==> src/rtl/wb_arbiter_if.sv <==
// Completion-side bundle between functional units, the ROB and the write-back arbiter.
// The FU/ROB side uses the master modport; the arbiter uses the slave modport.
interface wb_arbiter_if #(
    parameter int NUM_FU    = 5,
    parameter int DATA_W    = 32,
    parameter int ROB_IDX_W = 3
);
    logic [NUM_FU-1:0]           fu_valid;
    logic [NUM_FU-1:0]           fu_ready;
    logic [NUM_FU*DATA_W-1:0]    fu_data;
    logic [NUM_FU*ROB_IDX_W-1:0] fu_rob_idx;
    logic [ROB_IDX_W-1:0]        rob_head;
    logic                        mispredict;
    logic [ROB_IDX_W-1:0]        mis_rob_idx;
    logic                        WB_valid;
    logic [DATA_W-1:0]           WB_data;
    logic [ROB_IDX_W-1:0]        WB_rob_idx;
    logic [7:0]                  pending_cnt;

    modport master (
        output fu_valid, fu_data, fu_rob_idx,
        output rob_head, mispredict, mis_rob_idx,
        input  fu_ready, WB_valid, WB_data, WB_rob_idx, pending_cnt
    );

    modport slave (
        input  fu_valid, fu_data, fu_rob_idx,
        input  rob_head, mispredict, mis_rob_idx,
        output fu_ready, WB_valid, WB_data, WB_rob_idx, pending_cnt
    );
endinterface

==> src/rtl/wb_arbiter.sv <==
// Per-FU result FIFOs arbitrated onto the single ROB write-back port, with mispredict flush.
// WB_OLDEST_FIRST_EN selects the oldest eligible head instead of round-robin.
module wb_arbiter #(
    parameter int NUM_FU    = 5,
    parameter int DATA_W    = 32,
    parameter int ROB_IDX_W = 3,
    parameter int DEPTH     = 2
) (
    input logic         clk,
    input logic         rst,
    wb_arbiter_if.slave bus
);
    localparam int RW = (NUM_FU > 1) ? $clog2(NUM_FU) : 1;

    typedef struct packed {
        logic [DATA_W-1:0]    data;
        logic [ROB_IDX_W-1:0] idx;
    } ent_t;

    ent_t mem_q [NUM_FU][DEPTH];
    ent_t mem_d [NUM_FU][DEPTH];
    ent_t in_ent [NUM_FU];

    logic [NUM_FU-1:0][DEPTH-1:0] vld_q, vld_d;
    logic [NUM_FU-1:0][DEPTH-1:0] young;
    logic [NUM_FU-1:0]            ready, push, pop, elig;
    logic [RW-1:0]                rr_q, rr_d;
    logic                         wb_valid_q, wb_valid_d;
    logic [DATA_W-1:0]            wb_data_q, wb_data_d;
    logic [ROB_IDX_W-1:0]         wb_idx_q, wb_idx_d;
    logic [7:0]                   pend_q, pend_d;
    logic [ROB_IDX_W-1:0]         mis_age;
    logic                         sel;
    int                           win;
    int                           k;
`ifdef WB_OLDEST_FIRST_EN
    logic [ROB_IDX_W-1:0]         best;
`endif

    function automatic logic [ROB_IDX_W-1:0] age(
        input logic [ROB_IDX_W-1:0] x,
        input logic [ROB_IDX_W-1:0] head
    );
        return x - head;
    endfunction

    // Entries are kept compacted at the low slots, so the top slot marks full.
    always_comb begin
        for (int i = 0; i < NUM_FU; i++) begin
            ready[i] = !vld_q[i][DEPTH-1];
        end
    end

    assign bus.fu_ready = ready;

    always_comb begin
        mis_age = age(bus.mis_rob_idx, bus.rob_head);
        young   = '0;
        push    = '0;
        elig    = '0;
        for (int i = 0; i < NUM_FU; i++) begin
            in_ent[i].data = bus.fu_data[i*DATA_W +: DATA_W];
            in_ent[i].idx  = bus.fu_rob_idx[i*ROB_IDX_W +: ROB_IDX_W];
            for (int j = 0; j < DEPTH; j++) begin
                young[i][j] = bus.mispredict &&
                    (age(mem_q[i][j].idx, bus.rob_head) > mis_age);
            end
            push[i] = bus.fu_valid[i] && ready[i] && !(bus.mispredict &&
                (age(in_ent[i].idx, bus.rob_head) > mis_age));
            elig[i] = vld_q[i][0] && !young[i][0];
        end
    end

    always_comb begin
        sel = 1'b0;
        win = 0;
        pop = '0;
`ifdef WB_OLDEST_FIRST_EN
        best = '0;
        for (int i = 0; i < NUM_FU; i++) begin
            if (elig[i] && (!sel ||
                age(mem_q[i][0].idx, bus.rob_head) < best)) begin
                sel  = 1'b1;
                win  = i;
                best = age(mem_q[i][0].idx, bus.rob_head);
            end
        end
        rr_d = '0;
`else
        // Search begins one past the last granted FU.
        for (int o = 1; o <= NUM_FU; o++) begin
            int c;
            c = int'(rr_q) + o;
            if (c >= NUM_FU) c = c - NUM_FU;
            if (!sel && elig[c]) begin
                sel = 1'b1;
                win = c;
            end
        end
        rr_d = sel ? RW'(win) : rr_q;
`endif
        if (sel) pop[win] = 1'b1;
        wb_valid_d = sel;
        wb_data_d  = sel ? mem_q[win][0].data : wb_data_q;
        wb_idx_d   = sel ? mem_q[win][0].idx  : wb_idx_q;
    end

    // Rebuild each FIFO from its survivors, then append the incoming push.
    always_comb begin
        mem_d  = mem_q;
        vld_d  = '0;
        pend_d = '0;
        k      = 0;
        for (int i = 0; i < NUM_FU; i++) begin
            k = 0;
            for (int j = 0; j < DEPTH; j++) begin
                if (vld_q[i][j] && !(pop[i] && j == 0) && !young[i][j]) begin
                    mem_d[i][k] = mem_q[i][j];
                    vld_d[i][k] = 1'b1;
                    k = k + 1;
                end
            end
            if (push[i] && k < DEPTH) begin
                mem_d[i][k] = in_ent[i];
                vld_d[i][k] = 1'b1;
                k = k + 1;
            end
            pend_d = pend_d + 8'(k);
        end
    end

    always_ff @(posedge clk) begin
        if (rst) begin
            vld_q      <= '0;
            rr_q       <= '0;
            wb_valid_q <= 1'b0;
            wb_data_q  <= '0;
            wb_idx_q   <= '0;
            pend_q     <= '0;
        end else begin
            vld_q      <= vld_d;
            rr_q       <= rr_d;
            wb_valid_q <= wb_valid_d;
            wb_data_q  <= wb_data_d;
            wb_idx_q   <= wb_idx_d;
            pend_q     <= pend_d;
        end
    end

    always_ff @(posedge clk) begin
        mem_q <= mem_d;
    end

    assign bus.WB_valid    = wb_valid_q;
    assign bus.WB_data     = wb_data_q;
    assign bus.WB_rob_idx  = wb_idx_q;
    assign bus.pending_cnt = pend_q;
endmodule
==> src/flat_wrapper.sv <==
// flat-port wrapper written by rule: the top's interface ports become plain ports
module wb_arbiter_flat 
#(
    parameter int NUM_FU    = 5,
    parameter int DATA_W    = 32,
    parameter int ROB_IDX_W = 3,
    parameter int DEPTH     = 2
)
  (clk, rst, bus_fu_valid, bus_fu_data, bus_fu_rob_idx, bus_rob_head, bus_mispredict, bus_mis_rob_idx, bus_fu_ready, bus_WB_valid, bus_WB_data, bus_WB_rob_idx, bus_pending_cnt);
  wb_arbiter_if #(.NUM_FU(NUM_FU), .DATA_W(DATA_W), .ROB_IDX_W(ROB_IDX_W)) bus_i ();
  input logic clk;
  input logic rst;
  input wire logic [$bits(bus_i.fu_valid)-1:0] bus_fu_valid;
  input wire logic [$bits(bus_i.fu_data)-1:0] bus_fu_data;
  input wire logic [$bits(bus_i.fu_rob_idx)-1:0] bus_fu_rob_idx;
  input wire logic [$bits(bus_i.rob_head)-1:0] bus_rob_head;
  input wire logic [$bits(bus_i.mispredict)-1:0] bus_mispredict;
  input wire logic [$bits(bus_i.mis_rob_idx)-1:0] bus_mis_rob_idx;
  output wire logic [$bits(bus_i.fu_ready)-1:0] bus_fu_ready;
  output wire logic [$bits(bus_i.WB_valid)-1:0] bus_WB_valid;
  output wire logic [$bits(bus_i.WB_data)-1:0] bus_WB_data;
  output wire logic [$bits(bus_i.WB_rob_idx)-1:0] bus_WB_rob_idx;
  output wire logic [$bits(bus_i.pending_cnt)-1:0] bus_pending_cnt;
  assign bus_i.fu_valid = bus_fu_valid;
  assign bus_i.fu_data = bus_fu_data;
  assign bus_i.fu_rob_idx = bus_fu_rob_idx;
  assign bus_i.rob_head = bus_rob_head;
  assign bus_i.mispredict = bus_mispredict;
  assign bus_i.mis_rob_idx = bus_mis_rob_idx;
  assign bus_fu_ready = bus_i.fu_ready;
  assign bus_WB_valid = bus_i.WB_valid;
  assign bus_WB_data = bus_i.WB_data;
  assign bus_WB_rob_idx = bus_i.WB_rob_idx;
  assign bus_pending_cnt = bus_i.pending_cnt;
  wb_arbiter #(.NUM_FU(NUM_FU), .DATA_W(DATA_W), .ROB_IDX_W(ROB_IDX_W), .DEPTH(DEPTH)) u_core (.clk(clk), .rst(rst), .bus(bus_i));
endmodule
==> config.mk <==
export PLATFORM = sky130hd
export DESIGN_NAME = wb_arbiter_flat
export DESIGN_NICKNAME = d
export VERILOG_FILES = /design/src/rtl/wb_arbiter_if.sv /design/src/rtl/wb_arbiter.sv /design/src/flat_wrapper.sv
export SDC_FILE = /design/constraint.sdc
export NUM_CORES = 1
export LEC_CHECK = 0
export CORE_MARGIN = 2
export CORE_UTILIZATION = 35
export DETAILED_ROUTE_END_ITERATION = 8
export DONT_BUFFER_PORTS = 1
export REMOVE_ABC_BUFFERS = 1
export SYNTH_ARGS = -nofsm -noshare
export SYNTH_HDL_FRONTEND = slang
export SYNTH_SLANG_ARGS = --single-unit
==> constraint.sdc <==
create_clock -name clk -period 9.3 [get_ports clk]
set_input_delay 1.395 -clock clk [delete_from_list [all_inputs] [get_ports clk]]
set_output_delay 1.395 -clock clk [all_outputs]
set_load 0.05 [all_outputs]
Word-level counts from Yosys, hierarchy flattened --
Cells that the tools add are included.
Storage, ports and cells: flip-flop bits (word level) 407
Cells by class: $add $sub $neg 40, magnitude comparators 73, muxes and demuxes 126, bitwise operators 21, reductions and logical operators 104
Operator list (number):
- two-way mux 70 bit | 12
- bitwise mux 70 bit | 10
- two-way mux 32 bit | 11
- demux 35 bit (select 1 bit) | 10
- two-way mux 35 bit | 10
- greater-or-equal comparator 32 x 2 -> 1 bit, second input constant | 10
- less-than comparator 32 x 1 -> 1 bit, second input constant | 10
- binary-select mux 70 bit (select 3 bit) | 1
- greater-or-equal comparator 32 x 4 -> 1 bit, second input constant | 6
- less-than comparator 32 x 5 -> 1 bit, second input constant | 6
- subtractor 32 x 4 -> 32 bit, second input constant | 5
- NOT 1 -> 32 bit | 4
- NOT 2 -> 32 bit | 4
- greater-or-equal comparator 32 x 1 -> 1 bit, second input constant | 3
- less-than comparator 32 x 3 -> 1 bit, second input constant | 3
- NOT 32 bit | 3
- logical AND 1 bit | 75
- subtractor 3 bit | 16
- > comparator 3 bit | 15
- adder 8 x 2 -> 8 bit, second input constant | 5
- two-way mux 8 bit | 5
- two-way mux 1 bit | 36
- adder 32 x 2 -> 32 bit, second input constant | 1
- adder 8 bit | 4
- 16 further kinds | 99

Depth between registers and ports, before layout --
Gate-level depths: netlist of the first run.
word-level depth 39, gate-level depth with buffers 40, depth with buffers taken out 35

Worst setup path before layout of the first run --
OpenSTA, ideal clock, no wires.
kind input-to-reg, start point input port bus_rob_head[1], end point register u_core.pend_q[4] (netlist: u_core.bus.pending_cnt[4]), arrival time 9.415 ns, required time 9.172 ns, setup slack -0.242 ns, cell stages on the path 35, cells stage by stage inv_1 > fa_1 > xnor2_1 > xnor2_1 > ha_1 > and3_1 > a21oi_2 > and2_1 > nor3b_1 > o41a_1 > or3_1 > a311o_1 > a2bb2o_4 > buf_6 > clkbuf_1 > nor2_1 > a21o_1 > inv_1 > ha_1 > nor2_1 > nand3_1 > inv_1 > nand2_1 > clkbuf_1 > o21a_1 > fa_1 > inv_1 > fa_1 > fa_1 > inv_1 > ha_1 > a21o_1 > a21oi_1 > xor2_1 > nor2_1
Between the ends: word-level cells in the longest chain between the ends 39, elaborated cells between the ends (all ways) 169, classes of those cells add/sub: 30; order compare: 22; mux: 43; reduce/logical: 74
Ends and longest elaborated chain:
- from (decl) | RTL line flat_wrapper.sv:16 | input wire logic [$bits(bus_i.rob_head)-1:0] bus_rob_head;
- subtractor 3 bit | RTL line wb_arbiter.sv:44 | return x - head;
- > comparator 3 bit | RTL line wb_arbiter.sv:66 | (age(mem_q[i][j].idx, bus.rob_head) > mis_age);
- logical AND 1 bit | RTL line wb_arbiter.sv:65 | young[i][j] = bus.mispredict &&
- logical NOT 1 bit | RTL line wb_arbiter.sv:70, wb_arbiter.sv:117
- logical AND 1 bit | RTL line wb_arbiter.sv:70 | elig[i] = vld_q[i][0] && !young[i][0];
- binary-select mux 1 bit (select 3 bit) | RTL line wb_arbiter.sv:95 | if (!sel && elig[c]) begin
- two-way mux 1 bit (not written as such) (2 in a row) | RTL line wb_arbiter.sv:95
- two-way mux 1 bit | RTL line wb_arbiter.sv:95
- [20 not listed]
- two-way mux 1 bit | RTL line wb_arbiter.sv:117 | if (vld_q[i][j] && !(pop[i] && j == 0) && !young[i][j]) begin
- adder 32 x 2 -> 32 bit or adder 1 x 1 -> 2 bit (tied branches) | RTL line wb_arbiter.sv:120 | k = k + 1;
- two-way mux 32 bit or two-way mux 2 bit (tied branches) | RTL line wb_arbiter.sv:117
- less-than comparator 32 x 3 -> 1 bit or less-than comparator 2 bit (tied branches) | RTL line wb_arbiter.sv:123 | if (push[i] && k < DEPTH) begin
- logical AND 1 bit | RTL line wb_arbiter.sv:123
- two-way mux 8 bit | RTL line wb_arbiter.sv:123
- adder 8 bit (3 in a row) | RTL line wb_arbiter.sv:128 | pend_d = pend_d + 8'(k);
- adder 8 bit (*) | RTL line wb_arbiter.sv:128
- to (signal assigned) | RTL line wb_arbiter.sv:146 | pend_q <= pend_d;
- to (decl) | RTL line wb_arbiter.sv:31 | logic [7:0] pend_q, pend_d;
Every way passes the cells marked *; elsewhere a longest branch is shown, timed or not. The select of a mux whose other input is x is not followed. A chain may end at the register's enable or synchronous reset.

Final worst setup path of the first run --
start point input port bus_rob_head[1], end point register u_core.pend_q[3] (netlist: u_core.bus.pending_cnt[3])
The elaborated chain is that of the path after synthesis.

==> results of run 1 <==
==> layer usage <==
layer / global-route usage / vias to the layer above / part of all wire
met4: 0.0902 / 10 / 0.040
li1: - / 8556 / -
met2: 0.368 / 670 / 0.47
met3: 0.0598 / 125 / 0.084
met1: 0.279 / 8865 / 0.40
met5: 0 / - / 0.00091
==> cell usage after synthesis (all sizes together), types with 3 or more instances <==
master     n
o2111ai    4
mux2i    105
nor2     287
a21o       9
nor3     220
nand3     59
a21oi    168
a311oi    37
ha        89
xnor2     31
a21boi     7
edfxtp   175
a211oi    76
a2bb2oi    3
clkbuf   141
or3        5
o22a      34
nor3b      6
o211ai    43
a211o      3
nand2    139
o21ai     63
buf       37
and2     146
a31oi     46
o21a       8
inv       85
nand2b    11
xor2      25
dfxtp    230
and3      41
a22oi      4
fa        25
nor2b     17
==> placed cells by master (no fill, tap or decap), drive strengths merged, types with 63 or more instances in the layout <==
cell type and n:
dfxtp 230, clkbuf 72, edfxtp 175, nor2 287
mux2i 105, a21oi 168, nand2 139, o21ai 63
inv 89, nor3 220, ha 89, a211oi 76
and2 146
==> layout make-up <==
| type | count | area share |
|---|---|---|
| multi-input cells | 1760 | 0.467 |
| clock buffers | 72 | 0.0569 |
| flip-flops and latches | 405 | 0.401 |
| clock inverters | 14 | 0.00473 |
| repair buffers | 48 | 0.0146 |
| diodes | 2 | 0.000203 |
| inverters | 86 | 0.0131 |
| well taps | 846 | 0.0430 |
==> how the worst max path moves through the flow <==
stage	end	slack (ps)	startpoint	depth (start not counted)
5_1_grt	u_core.bus.pending_cnt[3]	260	bus_rob_head[1]	32
2_1_floorplan	u_core.bus.pending_cnt[4]	-3070	bus_rob_head[1]	30
3_5_place_dp	u_core.bus.pending_cnt[3]	330	bus_rob_head[1]	32
4_1_cts	u_core.bus.pending_cnt[3]	890	bus_rob_head[1]	32
3_3_place_gp	u_core.bus.pending_cnt[4]	380	bus_rob_head[1]	31
6_report	u_core.bus.pending_cnt[3]	750	bus_rob_head[1]	32
==> critical path: cells and delay by family <==
family / cells / cell delay, ps
adders and majority gates: 8 / 2980
AOI/OAI and AO/OA: 7 / 1720
and+or+nand+nor: 7 / 1460
buffers and inverters: 7 / 840
xor gates and xnor gates: 3 / 580
==> registers in the layout, summed over array words and instances, names as in the netlist <==
| name | cells |
|---|---|
| u_core.bus.WB_data | 32 |
| u_core.bus.WB_rob_idx | 3 |
| u_core.bus.WB_valid | 1 |
| u_core.bus.pending_cnt | 6 |
| u_core.mem_q | 350 |
| u_core.rr_q | 3 |
| u_core.vld_q | 10 |
==> logic make-up after synthesis <==
family,Yosys count
XOR/XNOR,56
adder cells (fa/ha/maj),114
buffers and inverters,264
multiplexers,105
flip-flops,405
AND/OR/NAND/NOR,938
other,2
AO/OA/AOI/OAI,540
==> metrics by stage <==
| stage | utilization | std cells |
|---|---|---|
| final | 0.391 | 3233 |
| after global placement | 0.367 | 3145 |
| after detailed placement | 0.367 | 3145 |
| after floorplan | - | 2251 |
| after CTS | 0.391 | 3231 |
| after global routing | 0.391 | 3233 |
==> impl_metrics.csv, run 1 <==
group,metric,value,unit
detailed_routing,wl_per_cell,23.4,µm
grt,grt_pass1_vias,17833,
floorplan,dieArea,0.0657,mm²
clock_tree,post_cts_buffers,0,
logic_synthesis,synth_edf_count,175,
clock_tree,clk_latency,590,ps
setup_path,path_max_fanout,9,
detailed_routing,drt_iter0_drc,1729,
clock_tree,cts_tree,"built",
setup_path,path_common_cell,"inv_1",
floorplan,die_w,256,µm
sta,maxSlewHeadroom,0.295,
clock_tree,cts_num_sinks,405,
setup_path,reg2reg_setup_slack,1060,ps
grt,gr-total-overflow,0,
logic_synthesis,synth_top_cell_by_area,"edfxtp_1",
logic_synthesis,ys_ff_latch,405,
sta,finalHoldViolCount,0,
grt,grt_first_pass_wirelength,113000,µm
sta,maxSlewViolCount,0,
clock_tree,root_buffer,"clkbuf_16",
hold_path,worstHoldStart,"u_core.mem_q[49]",
final_layout,n_fill_cell,6233,
setup_path,criticalPathCategory,"in2reg",
clock_tree,clk_pin_slew,60,ps
place,pre_cts_ws,328,ps
setup_path,cpMaxStageDelayCell,"fa_1",
logic_synthesis,avgSynthCellArea,9.19,µm²
logic_synthesis,synthSimpleGateAreaFrac,0.201,
floorplan,rows,92,
floorplan,start_util,0.354,
place,place_congestion,0.893,
clock_tree,numCtsBuffers,46,
setup_path,reg2reg_depth,28,
final_layout,regArea,0.00986,mm²
logic_synthesis,synth_top_area_frac,0.236,
grt,antenna_found_initial,6,
sta,fmax,117,MHz
floorplan,num_io_pins,238,
logic_synthesis,synthTopCellsByArea,"edfxtp_1 (24%), dfxtp_1 (21%), ha_1 (5.0%)",
setup_path,reg2reg_to,"u_core.bus.pending_cnt[3]",
detailed_routing,vias,18226,
place,dpl-instance-area,0.0231,mm²
sta,worst_hold_slack,468,ps
final_layout,multi_input_area,0.0115,mm²
setup_path,required,9760,ps
detailed_routing,ant_nets,0,
sta,tightestPinTransition,1060,ps
final_layout,syn_to_final_growth,10.5,%
final_layout,drive_above_1_share,0.0679,
detailed_routing,drtPass1Iterations,6,
floorplan,die_y,256,µm
hold_path,min_path_cells,2,
logic_synthesis,synth_top_family_by_area,"simple AND/OR/NAND/NOR gates",
grt,grt_usage,0.224,
logic_synthesis,synth_compound_area_frac,0.164,
grt,grt_max_degree,73,
run_status,outcome,"completed",
setup_path,slowest_delay,500,ps
final_layout,final_cell_area,0.0246,mm²
hold_path,hold_path_class,"reg2reg",
logic_synthesis,synthAdderAreaFrac,0.0725,
setup_path,endpoint_kind,"flip-flop",
logic_synthesis,synthXorXnorAreaFrac,0.0224,
sta,period_minus_slack,8550,ps
setup_path,critical_path_arrival,9010,ps
job,drv_cap,0,
sta,rsz0062_at_grt,"false",
sta,worst_slack,750,ps
logic_synthesis,synth_ff_type,"dfxtp_1",
clock_tree,cts_resized,0,
setup_path,crit_path_start_kind,"input pin",
logic_synthesis,syn-instance-count,2424,
logic_synthesis,yosysWarnings,0,
sta,setup_viol,0,
logic_synthesis,synth_cell_type_count,86,
final_layout,nets,2650,
sta,final.setup.tns,0,ps
detailed_routing,routed_via_density,5.64,
detailed_routing,drt_wl_total,75600,µm
floorplan,core_area,0.0630,mm²
logic_synthesis,synthMuxAreaShare,0.0472,
logic_synthesis,synth_area,0.0223,mm²
clock_tree,postCtsHoldBufs,0,
detailed_routing,drc,0,
sta,fin_skew,23.9,ps
clock_tree,cts_htree_levels,2,
logic_synthesis,async_reset_ff_frac,0,
hold_path,whs_endpoint,"u_core.bus.WB_data[11]",
logic_synthesis,synth-seq-area-share,0.443,
place,port_buffers,0,
setup_path,timing.rr.start,"u_core.rr_q[1]",
sta,post-route-period-util,0.919,
clock_tree,clk_path_buf_depth,3,
place,hpwl,51300,µm
Power of run 1 is not shown: default switching activity piles up to over one toggle a cycle in this logic, so the estimate is an artifact.
==> run 2: changes to the inputs <==
--- a/config.mk
+++ b/config.mk
@@ -5,7 +5,7 @@
 export SDC_FILE = /design/constraint.sdc
 export NUM_CORES = 1
 export LEC_CHECK = 0
-export CORE_MARGIN = 2
+export CORE_MARGIN = 5
 export CORE_UTILIZATION = 35
 export DETAILED_ROUTE_END_ITERATION = 8
 export DONT_BUFFER_PORTS = 1
@@ -13,3 +13,4 @@
 export SYNTH_ARGS = -nofsm -noshare
 export SYNTH_HDL_FRONTEND = slang
 export SYNTH_SLANG_ARGS = --single-unit
+export TNS_END_PERCENT = 20
==> constraint.sdc (replaced) <==
create_clock -name clk -period 9.3 [get_ports clk]
set_input_delay 1.86 -clock clk [delete_from_list [all_inputs] [get_ports clk]]
set_output_delay 1.86 -clock clk [all_outputs]
set_load 0.05 [all_outputs]
==> run 2 against run 1 <==
  * Global-route usage shrank 0.93 points
  * Worst hold slack gained 1.4 ps
  * Non-clock buffer count grew 9
  * Via count shrank 0.61%
  * Cell area grew 1.2%
  * Flip-flop and latch count is the same
  * Routed wire length grew 2.8%
  * Sequential share of layout area shrank 0.48 points
  * Clock skew grew 14 ps
  * Die area grew 4.7%
  * Critical path depth grew 3
  * Critical endpoint unchanged
==> impl_metrics.csv, run 2 (synthesis gave the netlist of run 1 again) <==
group,metric,value,unit
sta,tightestPinTransition,1010,ps
clock_tree,root_buffer,"clkbuf_16",
place,hpwl,53500,µm
clock_tree,cts_resized,0,
hold_path,hold_path_class,"reg2reg",
floorplan,core_area,0.0631,mm²
final_layout,final_cell_count_no_fill,3251,
grt,grt_first_pass_wirelength,116000,µm
final_layout,final_common_cell,"nor2_1",
sta,period_minus_slack,8630,ps
sta,setup_viol,0,
sta,maxSlewHeadroom,0.327,
grt,grt_pass1_vias,18090,
setup_path,criticalPathCategory,"in2reg",
final_layout,nets,2663,
sta,final.setup.tns,0,ps
clock_tree,clk_pin_slew,60,ps
sta,maxSlewViolCount,0,
sta,fin_skew,37.6,ps
clock_tree,postCtsHoldBufs,0,
setup_path,endpoint_kind,"flip-flop",
final_layout,drive_above_1_share,0.0700,
floorplan,rows,92,
setup_path,path_common_cell,"inv_1",
grt,gr-total-overflow,0,
detailed_routing,routed_via_density,5.57,
setup_path,cpMaxStageDelayCell,"fa_1",
final_layout,largest-register,"u_core.mem_q",
floorplan,start_util,0.353,
detailed_routing,wl_met1,32500,µm
place,port_buffers,0,
final_layout,final_cell_mix,"nor2_1 (280), dfxtp_1 (230), nor3_1 (219)",
floorplan,dieArea,0.0688,mm²
floorplan,num_io_pins,238,
detailed_routing,drt_wl_total,77700,µm
job,drv_cap,0,
sta,fmax,116,MHz
detailed_routing,vias,18115,
setup_path,crit_path_start_kind,"input pin",
setup_path,slowest_delay,500,ps
setup_path,path_max_fanout,12,
clock_tree,clk_path_buf_depth,3,
detailed_routing,drtPass1Iterations,7,
final_layout,syn_to_final_growth,11.8,%
detailed_routing,dr.max_layer_used,"met5",
sta,rsz0062_at_grt,"false",
clock_tree,cts_htree_levels,2,
final_layout,largest_reg_flops,350,
detailed_routing,drc,0,
floorplan,die_y,262,µm
grt,grt_max_degree,73,
run_status,outcome,"completed",
place,dp_cells,3154,
detailed_routing,drt_iter0_drc,1268,
clock_tree,numCtsBuffers,50,
place,place_congestion,0.878,
detailed_routing,dr_wl_met3,5480,µm
clock_tree,cts_tree,"built",
clock_tree,post_cts_buffers,0,
detailed_routing,ant_nets,0,
sta,post-route-period-util,0.928,
final_layout,multi_input_area,0.0115,mm²
detailed_routing,wl_per_cell,23.9,µm
clock_tree,clk_latency,610,ps
floorplan,die_w,262,µm
final_layout,n_fill_cell,6287,
setup_path,required,9770,ps
sta,finalHoldViolCount,0,
grt,antenna_found_initial,7,
detailed_routing,met2_length,37000,µm
clock_tree,cts_num_sinks,405,
grt,grt_usage,0.215,
setup_path,critical_path_arrival,9100,ps
final_layout,regArea,0.00986,mm²
final_layout,final_util,0.395,
## run 2: area by class of cell
cell class	instances	share of cell area
antenna	6	0.000603
clock buffer	76	0.0570
clock inverter	15	0.0105
inverter	86	0.0130
multi-input combinational	1760	0.461
sequential	405	0.396
tap	846	0.0425
timing repair buffer	57	0.0197
## run 2: worst paths after layout
kind                           start                        end  slack [ps]  cells after the start
hold / removal      u_core.mem_q[44]      u_core.bus.WB_data[6]         470                      2
setup reg to reg      u_core.rr_q[1]  u_core.bus.pending_cnt[3]        1630                     28
hold reg to reg     u_core.mem_q[44]      u_core.bus.WB_data[6]         470                      2
setup / recovery  bus_mis_rob_idx[0]  u_core.bus.pending_cnt[3]         670                     35
## run 2: per-stage QoR
stage	instance area [µm²]	hold WS [ps]	setup slack (ps)
after floorplan	21500	447	-3530
after global placement	23200	456	237
after detailed placement	23200	464	182
after CTS	24900	472	746
after global routing	24900	483	71.4
final	24900	470	671
## run 2: routing by layer
metal,track usage,up-vias
li1,-,8584
met1,0.266,8907
met2,0.362,499
met3,0.0590,123
met4,0.0735,2
met5,0,-
## run 2: worst max-delay path, delay by kind of cell
kind | cells | cell delay, ps
and+or+nand+nor | 9 | 1650
adders and majority gates | 9 | 2990
xor gates and xnor gates | 3 | 510
buffers and inverters | 9 | 820
AOI/OAI and AO/OA | 5 | 1280
Power of run 2 is left out for the same reason.
==> run 3: changes to the inputs <==
--- a/config.mk
+++ b/config.mk
@@ -5,10 +5,10 @@
 export SDC_FILE = /design/constraint.sdc
 export NUM_CORES = 1
 export LEC_CHECK = 0
+export CORE_ASPECT_RATIO = 1.1
 export CORE_MARGIN = 5
 export CORE_UTILIZATION = 35
 export DETAILED_ROUTE_END_ITERATION = 8
-export DONT_BUFFER_PORTS = 1
 export REMOVE_ABC_BUFFERS = 1
 export SYNTH_ARGS = -nofsm -noshare
 export SYNTH_HDL_FRONTEND = slang
==> run 3 against run 2 <==
  * Clock skew shrank 9.8 ps
  * Worst hold slack gained 4.4 ps
  * Core utilization grew 4.0 points
  * Clock-buffer cell count shrank 9
  * Fmax shrank 3.2%
  * Cell area grew 11%
  * First-iteration DRC count grew 25%
  * Flip-flop and latch count is the same
  * Largest cell class unchanged
  * Sequential share of layout area shrank 3.8 points
  * Via count grew 6.5%
  * Setup slack lost 280 ps
==> impl_metrics.csv, run 3 (synthesis gave the netlist of run 1 again) <==
group,metric,value,unit
sta,maxSlewViolCount,0,
floorplan,num_io_pins,238,
setup_path,required,9750,ps
detailed_routing,ant_nets,0,
sta,setup_viol,0,
run_status,outcome,"completed",
floorplan,die_w,250,µm
setup_path,path_common_cell,"inv_1",
floorplan,rows,97,
detailed_routing,drt_wl_total,77800,µm
hold_path,hold_path_class,"reg2reg",
final_layout,regArea,0.00986,mm²
sta,rsz0062_at_grt,"false",
detailed_routing,vias,19300,
job,drv_cap,0,
sta,tightestPinTransition,1150,ps
clock_tree,cts_resized,0,
detailed_routing,drc,0,
setup_path,reg2reg_depth,29,
clock_tree,cts_tree,"built",
clock_tree,postCtsHoldBufs,0,
grt,grt_first_pass_wirelength,117000,µm
setup_path,critical_path_arrival,9360,ps
final_layout,final_common_cell,"nor2_1",
final_layout,largest_reg_flops,350,
clock_tree,cts_num_sinks,405,
clock_tree,numCtsBuffers,45,
clock_tree,root_buffer,"clkbuf_16",
clock_tree,clk_path_buf_depth,3,
final_layout,syn_to_final_growth,23.8,%
final_layout,n_fill_cell,6252,
final_layout,drive_above_1_share,0.0849,
clock_tree,clk_pin_slew,60,ps
sta,fmax,112,MHz
grt,grt_usage,0.217,
setup_path,endpoint_kind,"flip-flop",
grt,gr-total-overflow,0,
floorplan,dieArea,0.0688,mm²
setup_path,reg2reg_setup_slack,1510,ps
detailed_routing,wl_per_cell,22.0,µm
setup_path,crit_path_start_kind,"input pin",
sta,fin_skew,27.8,ps
sta,finalHoldViolCount,0,
place,port_buffers,235,
final_layout,largest-register,"u_core.mem_q",
floorplan,core_area,0.0634,mm²
grt,grt_max_degree,73,
sta,period_minus_slack,8910,ps
clock_tree,clk_latency,610,ps
clock_tree,cts_htree_levels,2,
hold_path,min_path_cells,2,
floorplan,die_y,275,µm
grt,antenna_found_initial,7,
detailed_routing,drt_iter0_drc,1589,
final_layout,nets,2952,
detailed_routing,routed_via_density,5.47,
final_layout,multi_input_area,0.0115,mm²
grt,grt_pass1_vias,19509,
sta,post-route-period-util,0.958,
place,place_congestion,0.898,
floorplan,start_util,0.351,
sta,maxSlewHeadroom,0.234,
final_layout,final_cell_area,0.0276,mm²
detailed_routing,drtPass1Iterations,5,
setup_path,cpMaxStageDelayCell,"clkdlybuf4s50_1",
setup_path,criticalPathCategory,"in2reg",
clock_tree,post_cts_buffers,0,
setup_path,path_max_fanout,6,
final_layout,final_cell_mix,"nor2_1 (280), clkdlybuf4s50_1 (234), dfxtp_1 (230)",
place,hpwl,53600,µm
setup_path,slowest_delay,540,ps
place,dpl-instance-area,0.0260,mm²
[run 3: critical path: cells and delay by family]
| kind | cells | cell delay, ps |
|---|---|---|
| AOI/OAI and AO/OA | 8 | 1760 |
| xor gates and xnor gates | 3 | 500 |
| adders and majority gates | 8 | 2720 |
| buffers and inverters | 7 | 1040 |
| and+or+nand+nor | 8 | 1490 |
[run 3: layout make-up]
type	count	share of cell area
Sequential cell	405	0.358
Multi-Input combinational cell	1760	0.416
Clock buffer	67	0.0475
Clock inverter	17	0.00880
Timing Repair Buffer	351	0.119
Inverter	86	0.0117
Antenna cell	4	0.000363
Tap cell	841	0.0382
[run 3: worst paths after layout]
check / end / start
setup / recovery: u_core.bus.pending_cnt[4] / bus_rob_head[0]
hold / removal: u_core.bus.WB_data[0] / u_core.mem_q[38]
setup reg to reg: u_core.bus.pending_cnt[4] / u_core.rr_q[1]
hold reg to reg: u_core.bus.WB_data[0] / u_core.mem_q[38]
[run 3: per-layer routing]
metal,global-route usage,wire length [µm]
met5,0,30
met4,0.0832,3090
met3,0.0306,3880
met2,0.380,38500
met1,0.273,32300
[run 3: through the flow]
step / TNS [ps] / std cells / hold slack [ps] / utilization / setup WS (ps)
final: 0 / 3531 / 474 / 0.435 / 387
after floorplan: -882470 / 2251 / 447 / - / -3530
after global routing: 0 / 3529 / 494 / 0.435 / 14.6
after CTS: 0 / 3527 / 473 / 0.435 / 386
after detailed placement: -572 / 3443 / 464 / 0.410 / -240
after global placement: -2.69 / 3443 / 456 / 0.410 / -2.69
Power of run 3 is left out for the same reason.
